<file path="src/rtl/fpu_issue_if.sv">
// ======================================================================
// fpu_issue_if : CPU / FP-load / coprocessor / store bundle for fpu_issue_ctrl
// Revision 1.0
// ======================================================================
`default_nettype none

interface fpu_issue_if;
    logic        instr_valid;
    logic        instr_ready;
    logic [5:0]  instr_opcode;
    logic [4:0]  instr_rs;
    logic [4:0]  instr_rt;
    logic [4:0]  instr_rd;

    logic        ld_valid;
    logic        ld_ready;
    logic [4:0]  ld_addr;
    logic [31:0] ld_data;

    logic [5:0]  cop_opcode;
    logic [4:0]  cop_addr_in1;
    logic [4:0]  cop_addr_in2;
    logic [4:0]  cop_addr_dest;
    logic [4:0]  cop_write_address;
    logic [31:0] cop_inputdata;
    logic        cop_write_enable;
    logic [31:0] cop_outdata;

    logic        st_valid;
    logic        st_ready;
    logic [31:0] st_data;

    modport master (
        output instr_valid, instr_opcode, instr_rs, instr_rt, instr_rd,
        output ld_valid, ld_addr, ld_data, cop_outdata, st_ready,
        input  instr_ready, ld_ready, cop_opcode, cop_addr_in1, cop_addr_in2,
        input  cop_addr_dest, cop_write_address, cop_inputdata, cop_write_enable,
        input  st_valid, st_data
    );

    modport slave (
        input  instr_valid, instr_opcode, instr_rs, instr_rt, instr_rd,
        input  ld_valid, ld_addr, ld_data, cop_outdata, st_ready,
        output instr_ready, ld_ready, cop_opcode, cop_addr_in1, cop_addr_in2,
        output cop_addr_dest, cop_write_address, cop_inputdata, cop_write_enable,
        output st_valid, st_data
    );
endinterface

`default_nettype wire

</file>
<file path="src/rtl/fpu_issue_ctrl.sv">
// ======================================================================
// fpu_issue_ctrl : instruction FIFO plus issue/latency FSM for an FP coprocessor
// Revision 1.0
// ======================================================================
`default_nettype none

module fpu_issue_ctrl #(
    parameter int DEPTH   = 4,
    parameter int LAT_ADD = 1,
    parameter int LAT_MUL = 2,
    parameter int LAT_DIV = 4
) (
    input  wire logic   clk,
    input  wire logic   rst_n,
    input  wire logic   cache_done,
    output logic        cop_cache_done,
    output logic        busy,
    output logic        illegal,
    fpu_issue_if.slave  bus
);
    localparam int AW      = $clog2(DEPTH);
    localparam int LAT_MAX = (LAT_DIV > LAT_MUL) ? ((LAT_DIV > LAT_ADD) ? LAT_DIV : LAT_ADD)
                                                 : ((LAT_MUL > LAT_ADD) ? LAT_MUL : LAT_ADD);
    localparam int CW      = $clog2(LAT_MAX + 1);
    localparam logic [CW-1:0] CNT_ONE = CW'(1);

    localparam logic [5:0] OP_NOP = 6'b000000;
    localparam logic [5:0] OP_ADD = 6'b110000;
    localparam logic [5:0] OP_SUB = 6'b110001;
    localparam logic [5:0] OP_MUL = 6'b110010;
    localparam logic [5:0] OP_DIV = 6'b110011;
    localparam logic [5:0] OP_CMP = 6'b110100;
    localparam logic [5:0] OP_RCP = 6'b110101;
    localparam logic [5:0] OP_RND = 6'b110110;
    localparam logic [5:0] OP_SW  = 6'b001011;

    typedef enum logic [2:0] {
        S_IDLE  = 3'd0,
        S_LOAD  = 3'd1,
        S_ISSUE = 3'd2,
        S_WAIT  = 3'd3,
        S_SCAP  = 3'd4,
        S_SHOLD = 3'd5
    } state_t;

    function automatic logic op_legal(input logic [5:0] op);
        case (op)
            OP_ADD, OP_SUB, OP_MUL, OP_DIV, OP_CMP, OP_RCP, OP_RND, OP_SW: op_legal = 1'b1;
            default: op_legal = 1'b0;
        endcase
    endfunction

    function automatic logic [CW-1:0] lat_m1(input logic [5:0] op);
        case (op)
            OP_MUL:         lat_m1 = CW'(LAT_MUL - 1);
            OP_DIV, OP_RCP: lat_m1 = CW'(LAT_DIV - 1);
            default:        lat_m1 = CW'(LAT_ADD - 1);
        endcase
    endfunction

    // FIFO entry layout: {opcode[20:15], rs[14:10], rt[9:5], rd[4:0]}
    logic [20:0]   r_mem [DEPTH];
    logic [AW:0]   r_wr_ptr, r_rd_ptr;
    logic [20:0]   r_cmd;
    logic [4:0]    r_ld_addr;
    logic [31:0]   r_ld_data;
    logic [31:0]   r_st_data;
    logic [CW-1:0] r_cnt;
    logic          r_started;
    state_t        r_state;

    state_t        w_state_nxt;
    logic [CW-1:0] w_cnt_nxt;
    logic [20:0]   w_head;
    logic          w_empty, w_full, w_push, w_pop, w_cmd_load, w_ld_take, w_st_cap;

    assign w_empty         = (r_wr_ptr == r_rd_ptr);
    assign w_full          = (r_wr_ptr[AW] != r_rd_ptr[AW]) &&
                             (r_wr_ptr[AW-1:0] == r_rd_ptr[AW-1:0]);
    assign w_push          = bus.instr_valid && !w_full;
    assign w_head          = r_mem[r_rd_ptr[AW-1:0]];
    assign bus.instr_ready = !w_full;
    assign bus.st_data     = r_st_data;
    assign busy            = (r_state != S_IDLE) || !w_empty;
    assign cop_cache_done  = cache_done;

    always_comb begin
        w_state_nxt           = r_state;
        w_cnt_nxt             = r_cnt;
        w_pop                 = 1'b0;
        w_cmd_load            = 1'b0;
        w_ld_take             = 1'b0;
        w_st_cap              = 1'b0;
        illegal               = 1'b0;
        bus.ld_ready          = 1'b0;
        bus.st_valid          = 1'b0;
        bus.cop_opcode        = OP_NOP;
        bus.cop_addr_in1      = '0;
        bus.cop_addr_in2      = '0;
        bus.cop_addr_dest     = '0;
        bus.cop_write_enable  = 1'b0;
        bus.cop_write_address = '0;
        bus.cop_inputdata     = '0;

        // A stall freezes every transition; only the FIFO write side keeps moving.
        if (!cache_done) begin
            unique case (r_state)
                S_IDLE: begin
                    if (r_started) begin
                        bus.ld_ready = 1'b1;
                        if (bus.ld_valid) begin
                            w_ld_take   = 1'b1;
                            w_state_nxt = S_LOAD;
                        end else if (!w_empty) begin
                            w_pop = 1'b1;
                            if (op_legal(w_head[20:15])) begin
                                w_cmd_load  = 1'b1;
                                w_state_nxt = S_ISSUE;
                            end else begin
                                illegal = 1'b1;
                            end
                        end
                    end
                end
                S_LOAD:  w_state_nxt = S_IDLE;
                S_ISSUE: begin
                    if (r_cmd[20:15] == OP_SW) begin
                        w_state_nxt = S_SCAP;
                    end else begin
                        w_cnt_nxt   = lat_m1(r_cmd[20:15]);
                        w_state_nxt = (w_cnt_nxt != '0) ? S_WAIT : S_IDLE;
                    end
                end
                S_WAIT: begin
                    w_cnt_nxt = r_cnt - CNT_ONE;
                    if (w_cnt_nxt == '0) w_state_nxt = S_IDLE;
                end
                S_SCAP: begin
                    w_st_cap    = 1'b1;
                    w_state_nxt = S_SHOLD;
                end
                S_SHOLD: begin
                    // valid is withheld while stalled so a frozen SHOLD cannot hand off twice
                    bus.st_valid = 1'b1;
                    if (bus.st_ready) w_state_nxt = S_IDLE;
                end
                default: w_state_nxt = S_IDLE;
            endcase
        end

        if (r_state == S_ISSUE) begin
            bus.cop_opcode    = r_cmd[20:15];
            bus.cop_addr_in1  = r_cmd[9:5];
            bus.cop_addr_in2  = r_cmd[14:10];
            bus.cop_addr_dest = r_cmd[4:0];
        end
        if (r_state == S_LOAD) begin
            bus.cop_write_enable  = 1'b1;
            bus.cop_write_address = r_ld_addr;
            bus.cop_inputdata     = r_ld_data;
        end
    end

    always_ff @(posedge clk or negedge rst_n) begin
        if (!rst_n) begin
            r_state   <= S_IDLE;
            r_started <= 1'b0;
            r_cnt     <= '0;
            r_wr_ptr  <= '0;
            r_rd_ptr  <= '0;
            r_cmd     <= '0;
            r_ld_addr <= '0;
            r_ld_data <= '0;
            r_st_data <= '0;
        end else begin
            r_state   <= w_state_nxt;
            r_started <= 1'b1;
            r_cnt     <= w_cnt_nxt;
            if (w_push)     r_wr_ptr  <= r_wr_ptr + 1'b1;
            if (w_pop)      r_rd_ptr  <= r_rd_ptr + 1'b1;
            if (w_cmd_load) r_cmd     <= w_head;
            if (w_ld_take) begin
                r_ld_addr <= bus.ld_addr;
                r_ld_data <= bus.ld_data;
            end
            if (w_st_cap)   r_st_data <= bus.cop_outdata;
        end
    end

    always_ff @(posedge clk) begin
        if (w_push)
            r_mem[r_wr_ptr[AW-1:0]] <= {bus.instr_opcode, bus.instr_rs, bus.instr_rt, bus.instr_rd};
    end
endmodule

`default_nettype wire

</file>
<file path="src/flat_wrapper.sv">
// flat-port wrapper written by rule: the top's interface ports become plain ports
module fpu_issue_ctrl_flat 
#(
    parameter int DEPTH   = 4,
    parameter int LAT_ADD = 1,
    parameter int LAT_MUL = 2,
    parameter int LAT_DIV = 4
)
  (clk, rst_n, cache_done, cop_cache_done, busy, illegal, bus_instr_valid, bus_instr_opcode, bus_instr_rs, bus_instr_rt, bus_instr_rd, bus_ld_valid, bus_ld_addr, bus_ld_data, bus_cop_outdata, bus_st_ready, bus_instr_ready, bus_ld_ready, bus_cop_opcode, bus_cop_addr_in1, bus_cop_addr_in2, bus_cop_addr_dest, bus_cop_write_address, bus_cop_inputdata, bus_cop_write_enable, bus_st_valid, bus_st_data);
  fpu_issue_if bus_i ();
  input  wire logic clk;
  input  wire logic rst_n;
  input  wire logic cache_done;
  output logic cop_cache_done;
  output logic busy;
  output logic illegal;
  input wire logic [$bits(bus_i.instr_valid)-1:0] bus_instr_valid;
  input wire logic [$bits(bus_i.instr_opcode)-1:0] bus_instr_opcode;
  input wire logic [$bits(bus_i.instr_rs)-1:0] bus_instr_rs;
  input wire logic [$bits(bus_i.instr_rt)-1:0] bus_instr_rt;
  input wire logic [$bits(bus_i.instr_rd)-1:0] bus_instr_rd;
  input wire logic [$bits(bus_i.ld_valid)-1:0] bus_ld_valid;
  input wire logic [$bits(bus_i.ld_addr)-1:0] bus_ld_addr;
  input wire logic [$bits(bus_i.ld_data)-1:0] bus_ld_data;
  input wire logic [$bits(bus_i.cop_outdata)-1:0] bus_cop_outdata;
  input wire logic [$bits(bus_i.st_ready)-1:0] bus_st_ready;
  output wire logic [$bits(bus_i.instr_ready)-1:0] bus_instr_ready;
  output wire logic [$bits(bus_i.ld_ready)-1:0] bus_ld_ready;
  output wire logic [$bits(bus_i.cop_opcode)-1:0] bus_cop_opcode;
  output wire logic [$bits(bus_i.cop_addr_in1)-1:0] bus_cop_addr_in1;
  output wire logic [$bits(bus_i.cop_addr_in2)-1:0] bus_cop_addr_in2;
  output wire logic [$bits(bus_i.cop_addr_dest)-1:0] bus_cop_addr_dest;
  output wire logic [$bits(bus_i.cop_write_address)-1:0] bus_cop_write_address;
  output wire logic [$bits(bus_i.cop_inputdata)-1:0] bus_cop_inputdata;
  output wire logic [$bits(bus_i.cop_write_enable)-1:0] bus_cop_write_enable;
  output wire logic [$bits(bus_i.st_valid)-1:0] bus_st_valid;
  output wire logic [$bits(bus_i.st_data)-1:0] bus_st_data;
  assign bus_i.instr_valid = bus_instr_valid;
  assign bus_i.instr_opcode = bus_instr_opcode;
  assign bus_i.instr_rs = bus_instr_rs;
  assign bus_i.instr_rt = bus_instr_rt;
  assign bus_i.instr_rd = bus_instr_rd;
  assign bus_i.ld_valid = bus_ld_valid;
  assign bus_i.ld_addr = bus_ld_addr;
  assign bus_i.ld_data = bus_ld_data;
  assign bus_i.cop_outdata = bus_cop_outdata;
  assign bus_i.st_ready = bus_st_ready;
  assign bus_instr_ready = bus_i.instr_ready;
  assign bus_ld_ready = bus_i.ld_ready;
  assign bus_cop_opcode = bus_i.cop_opcode;
  assign bus_cop_addr_in1 = bus_i.cop_addr_in1;
  assign bus_cop_addr_in2 = bus_i.cop_addr_in2;
  assign bus_cop_addr_dest = bus_i.cop_addr_dest;
  assign bus_cop_write_address = bus_i.cop_write_address;
  assign bus_cop_inputdata = bus_i.cop_inputdata;
  assign bus_cop_write_enable = bus_i.cop_write_enable;
  assign bus_st_valid = bus_i.st_valid;
  assign bus_st_data = bus_i.st_data;
  fpu_issue_ctrl #(.DEPTH(DEPTH), .LAT_ADD(LAT_ADD), .LAT_MUL(LAT_MUL), .LAT_DIV(LAT_DIV)) u_core (.clk(clk), .rst_n(rst_n), .cache_done(cache_done), .cop_cache_done(cop_cache_done), .busy(busy), .illegal(illegal), .bus(bus_i));
endmodule
</file>
<file path="config.mk">
export PLATFORM = sky130hd
export DESIGN_NAME = fpu_issue_ctrl_flat
export DESIGN_NICKNAME = d
export VERILOG_FILES = /design/src/rtl/fpu_issue_if.sv /design/src/rtl/fpu_issue_ctrl.sv /design/src/flat_wrapper.sv
export SDC_FILE = /design/constraint.sdc
export NUM_CORES = 1
export LEC_CHECK = 0
export ABC_AREA = 1
export CAP_MARGIN = 0
export CORE_MARGIN = 5
export CORE_UTILIZATION = 45
export CTS_CLUSTER_DIAMETER = 150
export CTS_CLUSTER_SIZE = 28
export DETAILED_ROUTE_END_ITERATION = 16
export PLACE_DENSITY = 0.73
export SYNTH_ARGS = -nofsm -noshare
export SYNTH_HDL_FRONTEND = slang
export SYNTH_SLANG_ARGS = --single-unit
</file>
<file path="constraint.sdc">
create_clock -name clk -period 8.02 [get_ports clk]
set_clock_uncertainty 0.15 [all_clocks]
set_input_delay 0.802 -clock clk [delete_from_list [all_inputs] [get_ports clk]]
set_output_delay 0.802 -clock clk [all_outputs]
set_load 0.03 [all_outputs]
</file>
==> results.tsv <==
metric	value	unit
most frequent cells after synthesis	nor2_1, inv_1, nand2_1, dfrtp_1, edfxtp_1	
Num Clock Sinks	187	
WP data required	7.07	ns
synthesis-to-layout area growth	32.3	%
max_cap viols	0	
total gr overflow	0	
# hold bufs at CTS	0	
status	finished clean	
Area contributors post-synth	dfrtp_1, edfxtp_1, nor2_1, inv_1, nand2_1	
half-perimeter wire length after placement	13100	µm
syn nets	903	
LEAKAGE	4.85	nW
M1 GR Usage	0.230	
Syn Inst Count	800	
Final Max Slew Viols	0	
drt first pass iters	5	
endpoints failing hold	0	
clk root buf	clkbuf_16	
WS Path Type	input pin to output pin	
Final Setup Violations	0	
Resize count post-CTS	0	
routing usage on met3	0.0407	
Async SR Flop Fraction	0.551	
die area	20900	µm²
WL/cell	15.3	µm
RSZ-0062 raised after global routing	false	
Min Hold Slack	0.194	ns
nets	1087	
layer with the highest usage	met2	
Worst Path Max Fanout	18	
DRT iter0 DRCs	311	
row count	49	
Via Count	5948	
Arrival @ worst endpoint	3.02	ns
Clock Path Buffers	2	
count of flip-flops with a built-in enable after synthesis	84	
Antenna Nets Post-Route	0	
fin crit period	3.97	ns
initial core utilization	0.455	
initial antenna violation count	0	
pwr/cell area	350	nW/µm²
Fmax achieved	252	MHz
share of layout cells above drive strength 1	0.0943	
Core Util, Final	0.602	
largest net degree at the start of global routing	75	
Die Y	145	µm
clock-pin slew on the worst setup and hold paths	0.07	ns
Synthesis Warnings	0	
Ports	193	
Port Buf Inserts	192	
most frequent cell after synthesis	nor2_1	
Top FF cell, synth	dfrtp_1	
CTS buffer count	17	
TritonCTS clock tree	built	
CP Capture Type	output pin	
post-synthesis register bit count	187	
synthesized area per cell	10.2	µm²
ANT cells	0	
startpoint types	input pin	
# H-tree levels	4	
worst slew pin tran	0.787	ns
Routed WL	18800	µm
Setup Fix Bufs, Post-CTS	0	
Peak VDD IR	0.210	mV
DR vias/cell	4.85	
gpl congestion	0.814	
DRC Markers	0	
Synth Cell Area	8150	µm²
Slew HR	0.475	
Synth area leader	dfrtp_1	
Tightest Hold Check Type	input pin to asynchronous set/reset pin	
total track usage	0.181	
Tcrit/Tclk final	0.496	
sequential share of the synthesized area	0.626	
first-pass GRT wire length	29800	µm
top-area cell type share of the netlist area	0.316	
GR met2 Demand/Resource	0.312	
Core Box Area	17900	µm²
count of cell types in the netlist	36	
vias in the first global route	5893	
die extent in x	145	µm
setup tns final	0	ns
Worst-Skew Late Latency	0.43	ns
area by class of cell:
| cell class | count | area [µm²] |
|---|---|---|
| Clock inverter | 12 | 129 |
| Sequential cell | 187 | 5100 |
| Clock buffer | 20 | 437 |
| Inverter | 120 | 458 |
| Timing Repair Buffer | 202 | 1990 |
| Tap cell | 229 | 287 |
| Multi-Input combinational cell | 456 | 2380 |
| Fill cell | 1498 | 7120 |
path summary, 6_finish.rpt:
| path | startpoint | end | slack (ns) | cells after the start |
|---|---|---|---|---|
| worst max-delay path | cache_done | illegal | 4.05 | 6 |
| worst min-delay path | rst_n | u_core.r_ld_data[24] | 0.19 | 1 |
| worst max register to register | u_core.r_rd_ptr[0] | u_core.r_cmd[20] | 5.52 | 12 |
| worst min register to register | u_core.r_rd_ptr[2] | u_core.r_rd_ptr[2] | 0.35 | 1 |
| max in group asynchronous | rst_n | u_core.bus.st_data[22] | 6.34 | 2 |
| min in group clk | u_core.r_rd_ptr[2] | u_core.r_rd_ptr[2] | 0.35 | 1 |
flip-flops by register name, summed over array words and instances (netlist names):
name	count
u_core.r_cnt	3
u_core.r_mem	84
u_core.r_state	3
u_core.bus.st_data	32
u_core.r_ld_data	32
u_core.r_cmd	21
u_core.r_rd_ptr	3
u_core.r_ld_addr	5
u_core.r_wr_ptr	3
u_core.r_started	1
power by group:
group,total (W),internal [W],switching (W)
combinational,0.00156,0.000543,0.00102
clock,0.000812,0.000439,0.000372
sequential,0.00139,0.00129,0.0000997
total,0.00377,0.00228,0.00149
stage by stage:
stage | power [W] | setup slack (ns) | cell area [µm²] | std cells
2_1_floorplan | 0.00247 | 4.94 | 8150 | 800
3_3_place_gp | 0.00294 | 4.06 | 10200 | 1194
3_5_place_dp | 0.00299 | 4.04 | 10200 | 1194
4_1_cts | 0.00381 | 4.03 | 10800 | 1226
5_1_grt | 0.00403 | 3.86 | 10800 | 1226
6_report | 0.00377 | 4.05 | 10800 | 1226
cell usage in the layout (no fill, tap or decap), types with 17 or more instances in the layout:
cell type / instances
clkdlybuf4s50_1: 191
nand2_1: 110
inv_1: 116
clkbuf_16: 17
dfrtp_1: 103
a21oi_1: 44
nor2_1: 139
nand3_1: 23
edfxtp_1: 84
o21ai_0: 35
mux2_2: 32
per-layer routing:
layer,vias to the layer above,routed length (µm)
met4,0,221
met3,16,1480
met1,2795,7720
met5,-,0
li1,2946,-
met2,191,9380
cells by family (layout without fill, tap and decap cells):
group,Yosys count,in the layout,share of synthesized area
compound gates,104,104,0.0701
xor+xnor,7,7,0.00752
fa+ha+maj,7,7,0.0107
buf+inv,157,354,0.0832
flops,187,187,0.626
mux,32,32,0.0442
other cells,1,1,0.000460
simple gates,305,305,0.158
worst max-delay path, stage by stage:
cell and delay, ns:
clkdlybuf4s50_1 0.59, nor4_4 0.35, buf_4 0.27, nand2_1 0.15, nor2_1 0.17, clkdlybuf4s50_1 0.69
No activity file was read; power rests on OpenSTA's default activity.
